$ cat src/rtl/uart_pkg.sv
// Shared definitions for the UART transmit path: parity modes, FSM states, frame sizing.
// Latency: none (constants and pure functions only).
// Backpressure: not applicable.
package uart_pkg;

  localparam int PARITY_NONE = 0;
  localparam int PARITY_ODD  = 1;
  localparam int PARITY_EVEN = 2;

  typedef enum logic [2:0] {
    S_IDLE,
    S_START,
    S_DATA,
    S_PARITY,
    S_STOP
  } uart_state_t;

  // Number of bit periods in one frame: start + data + optional parity + stop.
  function automatic int frame_bits(input int data_bits, input int parity, input int stop_bits);
    return 1 + data_bits + ((parity != PARITY_NONE) ? 1 : 0) + stop_bits;
  endfunction

  // Parity bit for a word zero-extended to 9 bits; zero padding does not change the XOR.
  function automatic logic parity_bit(input logic [8:0] data, input int parity);
    return (parity == PARITY_ODD) ? ~(^data) : (^data);
  endfunction

endpackage

$ cat src/rtl/sync_fifo.sv
// Single-clock FIFO with level output, shared by the UART transmit and future receive paths.
// Latency: a pushed word is visible on o_data and counted in o_level one edge after the push.
// Backpressure: pushes are ignored while full, pops are ignored while empty.
module sync_fifo #(
  parameter int WIDTH = 8,
  parameter int DEPTH = 4
) (
  input  logic                   i_clk,
  input  logic                   i_rst,
  input  logic                   i_push,
  input  logic [WIDTH-1:0]       i_data,
  input  logic                   i_pop,
  output logic [WIDTH-1:0]       o_data,
  output logic                   o_full,
  output logic                   o_empty,
  output logic [$clog2(DEPTH):0] o_level
);

  localparam int AW = $clog2(DEPTH);
  localparam logic [AW:0] LVL_FULL = (AW + 1)'(DEPTH);

  if (DEPTH < 2 || (DEPTH & (DEPTH - 1)) != 0) begin : g_param_check
    $error("sync_fifo: DEPTH must be a power of two and at least 2");
  end

  logic [WIDTH-1:0] r_mem [DEPTH];
  logic [AW-1:0]    r_wr_ptr;
  logic [AW-1:0]    r_rd_ptr;
  logic [AW:0]      r_level;
  logic             w_push;
  logic             w_pop;

  assign o_full  = (r_level == LVL_FULL);
  assign o_empty = (r_level == '0);
  assign w_push  = i_push && !o_full;
  assign w_pop   = i_pop && !o_empty;
  assign o_data  = r_mem[r_rd_ptr];
  assign o_level = r_level;

  // Storage: written only on an accepted push; contents are don't-care until counted.
  always_ff @(posedge i_clk) begin
    if (w_push) begin
      r_mem[r_wr_ptr] <= i_data;
    end
  end

  // Pointers and occupancy; pointers are log2(DEPTH) wide so they wrap on their own.
  always_ff @(posedge i_clk) begin
    if (i_rst) begin
      r_wr_ptr <= '0;
      r_rd_ptr <= '0;
      r_level  <= '0;
    end else begin
      if (w_push) begin
        r_wr_ptr <= r_wr_ptr + 1'b1;
      end
      if (w_pop) begin
        r_rd_ptr <= r_rd_ptr + 1'b1;
      end
      case ({w_push, w_pop})
        2'b10:   r_level <= r_level + 1'b1;
        2'b01:   r_level <= r_level - 1'b1;
        default: r_level <= r_level;
      endcase
    end
  end

endmodule

$ cat src/rtl/uart_tx_fifo.sv
// Buffered UART transmitter: words enter a FIFO over valid/ready and leave serially on o_txd.
// Latency: a word accepted into an empty FIFO while idle starts its start bit one edge later.
// Backpressure: o_ready drops while the FIFO is full; frames are sent back to back while words remain.
module uart_tx_fifo
  import uart_pkg::*;
#(
  parameter int CLKS_PER_BIT = 868,
  parameter int DATA_BITS    = 8,
  parameter int PARITY       = 0,
  parameter int STOP_BITS    = 1,
  parameter int FIFO_DEPTH   = 4
) (
  input  logic                        i_clk,
  input  logic                        i_rst,
  input  logic                        i_valid,
  input  logic [DATA_BITS-1:0]        i_data,
  output logic                        o_ready,
  output logic                        o_txd,
  output logic                        o_busy,
  output logic [$clog2(FIFO_DEPTH):0] o_level
);

  localparam int              CW        = $clog2(CLKS_PER_BIT);
  localparam logic [CW-1:0]   CNT_LAST  = CW'(CLKS_PER_BIT - 1);
  localparam logic [3:0]      BIT_LAST  = 4'(DATA_BITS - 1);
  localparam logic            STOP_LAST = (STOP_BITS == 2);

  if (CLKS_PER_BIT < 2 || DATA_BITS < 5 || DATA_BITS > 9 ||
      PARITY < PARITY_NONE || PARITY > PARITY_EVEN ||
      (STOP_BITS != 1 && STOP_BITS != 2) ||
      FIFO_DEPTH < 2 || (FIFO_DEPTH & (FIFO_DEPTH - 1)) != 0) begin : g_param_check
    $error("uart_tx_fifo: illegal parameter combination");
  end

  uart_state_t          r_state;
  uart_state_t          w_state_nxt;
  logic [CW-1:0]        r_cnt;
  logic [CW-1:0]        w_cnt_nxt;
  logic [3:0]           r_bit_idx;
  logic [3:0]           w_bit_idx_nxt;
  logic                 r_stop_idx;
  logic                 w_stop_idx_nxt;
  logic [DATA_BITS-1:0] r_shift;
  logic [DATA_BITS-1:0] w_shift_nxt;
  logic                 r_par;
  logic                 w_par_nxt;
  logic                 r_txd;
  logic                 w_txd_nxt;
  logic                 w_tick;
  logic                 w_load;

  logic [DATA_BITS-1:0]        w_fifo_data;
  logic                        w_fifo_full;
  logic                        w_fifo_empty;
  logic [$clog2(FIFO_DEPTH):0] w_fifo_level;

  sync_fifo #(
    .WIDTH (DATA_BITS),
    .DEPTH (FIFO_DEPTH)
  ) u_fifo (
    .i_clk   (i_clk),
    .i_rst   (i_rst),
    .i_push  (i_valid),
    .i_data  (i_data),
    .i_pop   (w_load),
    .o_data  (w_fifo_data),
    .o_full  (w_fifo_full),
    .o_empty (w_fifo_empty),
    .o_level (w_fifo_level)
  );

  assign o_ready = !w_fifo_full;
  assign o_level = w_fifo_level;
  assign o_busy  = (r_state != S_IDLE);
  assign o_txd   = r_txd;
  assign w_tick  = (r_cnt == CNT_LAST);

  // Next-state logic: bit sequencing, FIFO pop, and the registered line value for the next cycle.
  always_comb begin
    w_state_nxt    = r_state;
    w_cnt_nxt      = r_cnt;
    w_bit_idx_nxt  = r_bit_idx;
    w_stop_idx_nxt = r_stop_idx;
    w_shift_nxt    = r_shift;
    w_par_nxt      = r_par;
    w_load         = 1'b0;
    w_txd_nxt      = 1'b1;

    if (r_state != S_IDLE) begin
      w_cnt_nxt = w_tick ? '0 : r_cnt + 1'b1;
    end

    case (r_state)
      S_IDLE: begin
        w_cnt_nxt = '0;
        w_load    = !w_fifo_empty;
      end
      S_START: begin
        if (w_tick) begin
          w_state_nxt   = S_DATA;
          w_bit_idx_nxt = '0;
        end
      end
      S_DATA: begin
        if (w_tick) begin
          if (r_bit_idx == BIT_LAST) begin
            w_state_nxt    = (PARITY != PARITY_NONE) ? S_PARITY : S_STOP;
            w_stop_idx_nxt = 1'b0;
          end else begin
            w_shift_nxt   = r_shift >> 1;
            w_bit_idx_nxt = r_bit_idx + 1'b1;
          end
        end
      end
      S_PARITY: begin
        if (w_tick) begin
          w_state_nxt    = S_STOP;
          w_stop_idx_nxt = 1'b0;
        end
      end
      S_STOP: begin
        if (w_tick) begin
          if (r_stop_idx == STOP_LAST) begin
            // Chain straight into the next start bit when a word is waiting.
            w_state_nxt = S_IDLE;
            w_load      = !w_fifo_empty;
          end else begin
            w_stop_idx_nxt = 1'b1;
          end
        end
      end
      default: w_state_nxt = S_IDLE;
    endcase

    if (w_load) begin
      w_state_nxt = S_START;
      w_cnt_nxt   = '0;
      w_shift_nxt = w_fifo_data;
      w_par_nxt   = parity_bit(9'(w_fifo_data), PARITY);
    end

    case (w_state_nxt)
      S_START:  w_txd_nxt = 1'b0;
      S_DATA:   w_txd_nxt = w_shift_nxt[0];
      S_PARITY: w_txd_nxt = w_par_nxt;
      default:  w_txd_nxt = 1'b1;
    endcase
  end

  // State register; reset abandons any frame and returns the line high on the same edge.
  always_ff @(posedge i_clk) begin
    if (i_rst) begin
      r_state    <= S_IDLE;
      r_cnt      <= '0;
      r_bit_idx  <= '0;
      r_stop_idx <= 1'b0;
      r_shift    <= '0;
      r_par      <= 1'b0;
      r_txd      <= 1'b1;
    end else begin
      r_state    <= w_state_nxt;
      r_cnt      <= w_cnt_nxt;
      r_bit_idx  <= w_bit_idx_nxt;
      r_stop_idx <= w_stop_idx_nxt;
      r_shift    <= w_shift_nxt;
      r_par      <= w_par_nxt;
      r_txd      <= w_txd_nxt;
    end
  end

endmodule

$ cat config.mk
export PLATFORM = sky130hd
export DESIGN_NAME = uart_tx_fifo
export DESIGN_NICKNAME = d
export VERILOG_FILES = /design/src/rtl/uart_pkg.sv /design/src/rtl/sync_fifo.sv /design/src/rtl/uart_tx_fifo.sv
export SDC_FILE = /design/constraint.sdc
export NUM_CORES = 1
export LEC_CHECK = 0
export ABC_AREA = 1
export BUFFER_PORTS_ARGS = -buffer_cell sky130_fd_sc_hd__buf_2
export CAP_MARGIN = 15
export CORE_ASPECT_RATIO = 1.2
export CORE_UTILIZATION = 40
export DETAILED_ROUTE_END_ITERATION = 7
export MAX_ROUTING_LAYER = met4
export PLACE_DENSITY = 0.59
export SYNTH_ARGS = -nofsm -noshare
export SYNTH_HDL_FRONTEND = slang
export SYNTH_SLANG_ARGS = --single-unit
$ cat constraint.sdc
create_clock -name i_clk -period 3.3 [get_ports i_clk]
set_clock_uncertainty 0.1 [all_clocks]
set_input_delay 0.495 -clock i_clk [delete_from_list [all_inputs] [get_ports i_clk]]
set_output_delay 0.495 -clock i_clk [all_outputs]
set_load 0.005 [all_outputs]
==> flow_summary.toml <==
[outcome]
status = "complete, no violations"

[synthesis]
synth_flop_cell = "dfxtp_1"
ys_ff_latch = 68
seq_area_frac_synth_pct = 50.3
async_flop_share_pct = 0
synth_area_leaders = "edfxtp_1, dfxtp_1, nand2_1, nand3_1, inv_1"
yosys_warnings = 0
synth-edff-count = 32
synth.top_cell.area_share_pct = 28.7
synth_area_um2 = 3350
ys_types = 37
synth.most_common_cell = "nand2_1"
synth.largest_area_cell = "edfxtp_1"
synthCells = 420
syn_avg_cell_area_um2 = 7.97
netlist_top_cells_count = "nand2_1, inv_1, nand3_1, dfxtp_1, edfxtp_1"
synth_nets = 439

[global_routing]
grtUsageMet2_pct = 29.0
grt.total_usage_pct = 16.8
grt_pass1_wl_um = 11200
antenna_found_initial = 0
grt_max_degree = 20
grt.met1_usage_pct = 18.8
first_global_vias = 2649
grt-busiest-layer = "met2"
grt_util_met3_pct = 2.99
grt-ovfl-total = 0

[final_layout]
layout.cells.non_filler = 538
seq_area_um2 = 1680
syn_to_final_growth_pct = 9.80
fill_cells = 815
fin_nets = 457
final_util_pct = 45.3
multi_input_area_um2 = 1400
layout-drive-gt1-share_pct = 11.3
antenna_cells = 0

[clock_network]
cts_root_buf = "clkbuf_8"
clkTransAtPathRegs_ns = 0.08
clkLatencyLatePin_ns = 0.35
ctsLongestPathBuffers = 2
ctsResizeCount = 0
cts_made_buffers = 9
cts_setup_buffers = 0
htree_levels = 3
cts_num_sinks = 68
hold_buffers = 0
cts_tree = "yes"

[drt]
vias = 2652
avgRoutedWirePerCell_um = 11.8
dr.first_iter.drc_count = 96
drt_wl_total_um = 6350
drt-pass1-iter-count = 6
ant_nets = 0
viasPerCell = 4.93
drc_errors = 0

[placed_design]
globalplace.congestion = 0.784
dpl.hpwl_um = 4650
io_buffers = 16
place_inst = 522

[setup_path]
crit_family = "adder cells"
cp_cell_sequence = "ha_1, nand3_1, nand3b_1, nand2_1, nand2_2, inv_2, ha_1, inv_1, fa_1, a21oi_1, o21ai_0, o21ai_0, a21oi_1"
setup.worst_path.start_class = "flop"
crit_path_end_kind = "flop"
max_stage_delay_ns = 0.37
path_buf_inv = 2
crit_fanout = 14
slowest_stage = "fa_1"
cp_data_required_time_ns = 3.45
critPathKind = "reg2reg"
crit_arrival_ns = 2.86

[floorplan]
pin_count = 17
rows = 36
fp.dieArea_um2 = 8740
initial_core_util_pct = 41.3
die_h_um = 102
core_area_um2 = 8110
fp.dieW_um = 85.5

[power]
power_density_nw_per_um2 = 748
p_leak_nw = 1.65
power_mw = 2.75
irDropWorstVdd_mv = 0.341

[sta]
relSlewSlack_pct = 44.6
drv_slew = 0
hold_slack_ns = 0.261
setup-violations-final = 0
max_freq_mhz = 368
worst_pin_slew_ns = 0.828
tns_ns = 0
min_period_ns = 2.72
hold_viol_final = 0
period_share_pct = 82.3
rsz0062_at_grt = "false"

[job]
cap_violations = 0

[min_path]
min_path_type = "in2reg"
routing by layer:
| layer | part of all wire, % | wire length [µm] |
|---|---|---|
| met1 | 48 | 3060 |
| met2 | 47 | 3010 |
| met3 | 2.4 | 150 |
| met4 | 2.1 | 136 |
| met5 | 0 | 0 |
state kept, by name (all words and copies together) (netlist names), named ones only:
name and cells:
o_txd 1, r_bit_idx 4, r_cnt 10, r_par 1, r_shift 8, r_state 3
u_fifo.o_level 3, u_fifo.r_mem 32, u_fifo.r_rd_ptr 2, u_fifo.r_wr_ptr 2
cell usage in the layout, fill, tap and decap left out, drive strengths merged:
| cell type | n |
|---|---|
| clkbuf | 11 |
| and2 | 1 |
| o221ai | 1 |
| dfxtp | 36 |
| buf | 18 |
| nor4 | 1 |
| xor2 | 1 |
| o22ai | 1 |
| ha | 7 |
| inv | 52 |
| a31oi | 6 |
| nor3b | 5 |
| edfxtp | 32 |
| o21ai | 14 |
| nand4 | 4 |
| or2 | 1 |
| a21oi | 16 |
| nand2 | 159 |
| nand3 | 38 |
| clkinv | 4 |
| nor3 | 7 |
| fa | 1 |
| nor2 | 23 |
| a211oi | 2 |
| nand3b | 1 |
| bufinv | 1 |
power by group:
group          internal, mW  total [mW]  switching [mW]
Combinational         0.329        1.00           0.673
Clock                 0.346       0.652           0.306
Sequential             1.02        1.10          0.0736
area by class of cell:
cell class | instances | area share, %
timing repair buffer | 18 | 2.59
multi-input combinational | 289 | 38.1
clock inverter | 5 | 1.43
tap | 95 | 3.24
clock buffer | 11 | 3.58
sequential | 68 | 45.8
inverter | 52 | 5.31
final timing paths:
kind | from | to | slack (ns) | cells after the start
worst max register to register | r_cnt[0] | u_fifo.o_level[2] | 0.58 | 13
worst min-delay path | i_data[6] | u_fifo.r_mem[1][6] | 0.26 | 1
worst max-delay path | r_cnt[0] | u_fifo.o_level[2] | 0.58 | 13
worst min register to register | r_cnt[0] | r_cnt[0] | 0.35 | 1
cell families after synthesis:
family / Yosys count / share of synthesized area, %
compound gates: 40 / 6.51
xor+xnor: 1 / 0.262
fa+ha+maj: 8 / 3.22
buf+inv: 63 / 7.93
flops: 68 / 50.3
simple gates: 240 / 31.8
worst reg2reg max path: stages (launching register included):
cell and delay, ns:
dfxtp_1 0.35, ha_1 0.21, nand3_1 0.15, nand3b_1 0.23
nand2_1 0.12, nand2_2 0.17, inv_2 0.21, ha_1 0.17
inv_1 0.06, fa_1 0.37, a21oi_1 0.14, o21ai_0 0.11
o21ai_0 0.15, a21oi_1 0.06
per-stage QoR:
| stage | setup slack (ns) | instance area (µm²) |
|---|---|---|
| floorplan | 0.873 | 3350 |
| global placement | 0.657 | 3490 |
| detailed placement | 0.566 | 3490 |
| CTS | 0.565 | 3670 |
| global route | 0.263 | 3670 |
| finish | 0.584 | 3670 |
Power figures use the tool's default switching activity.
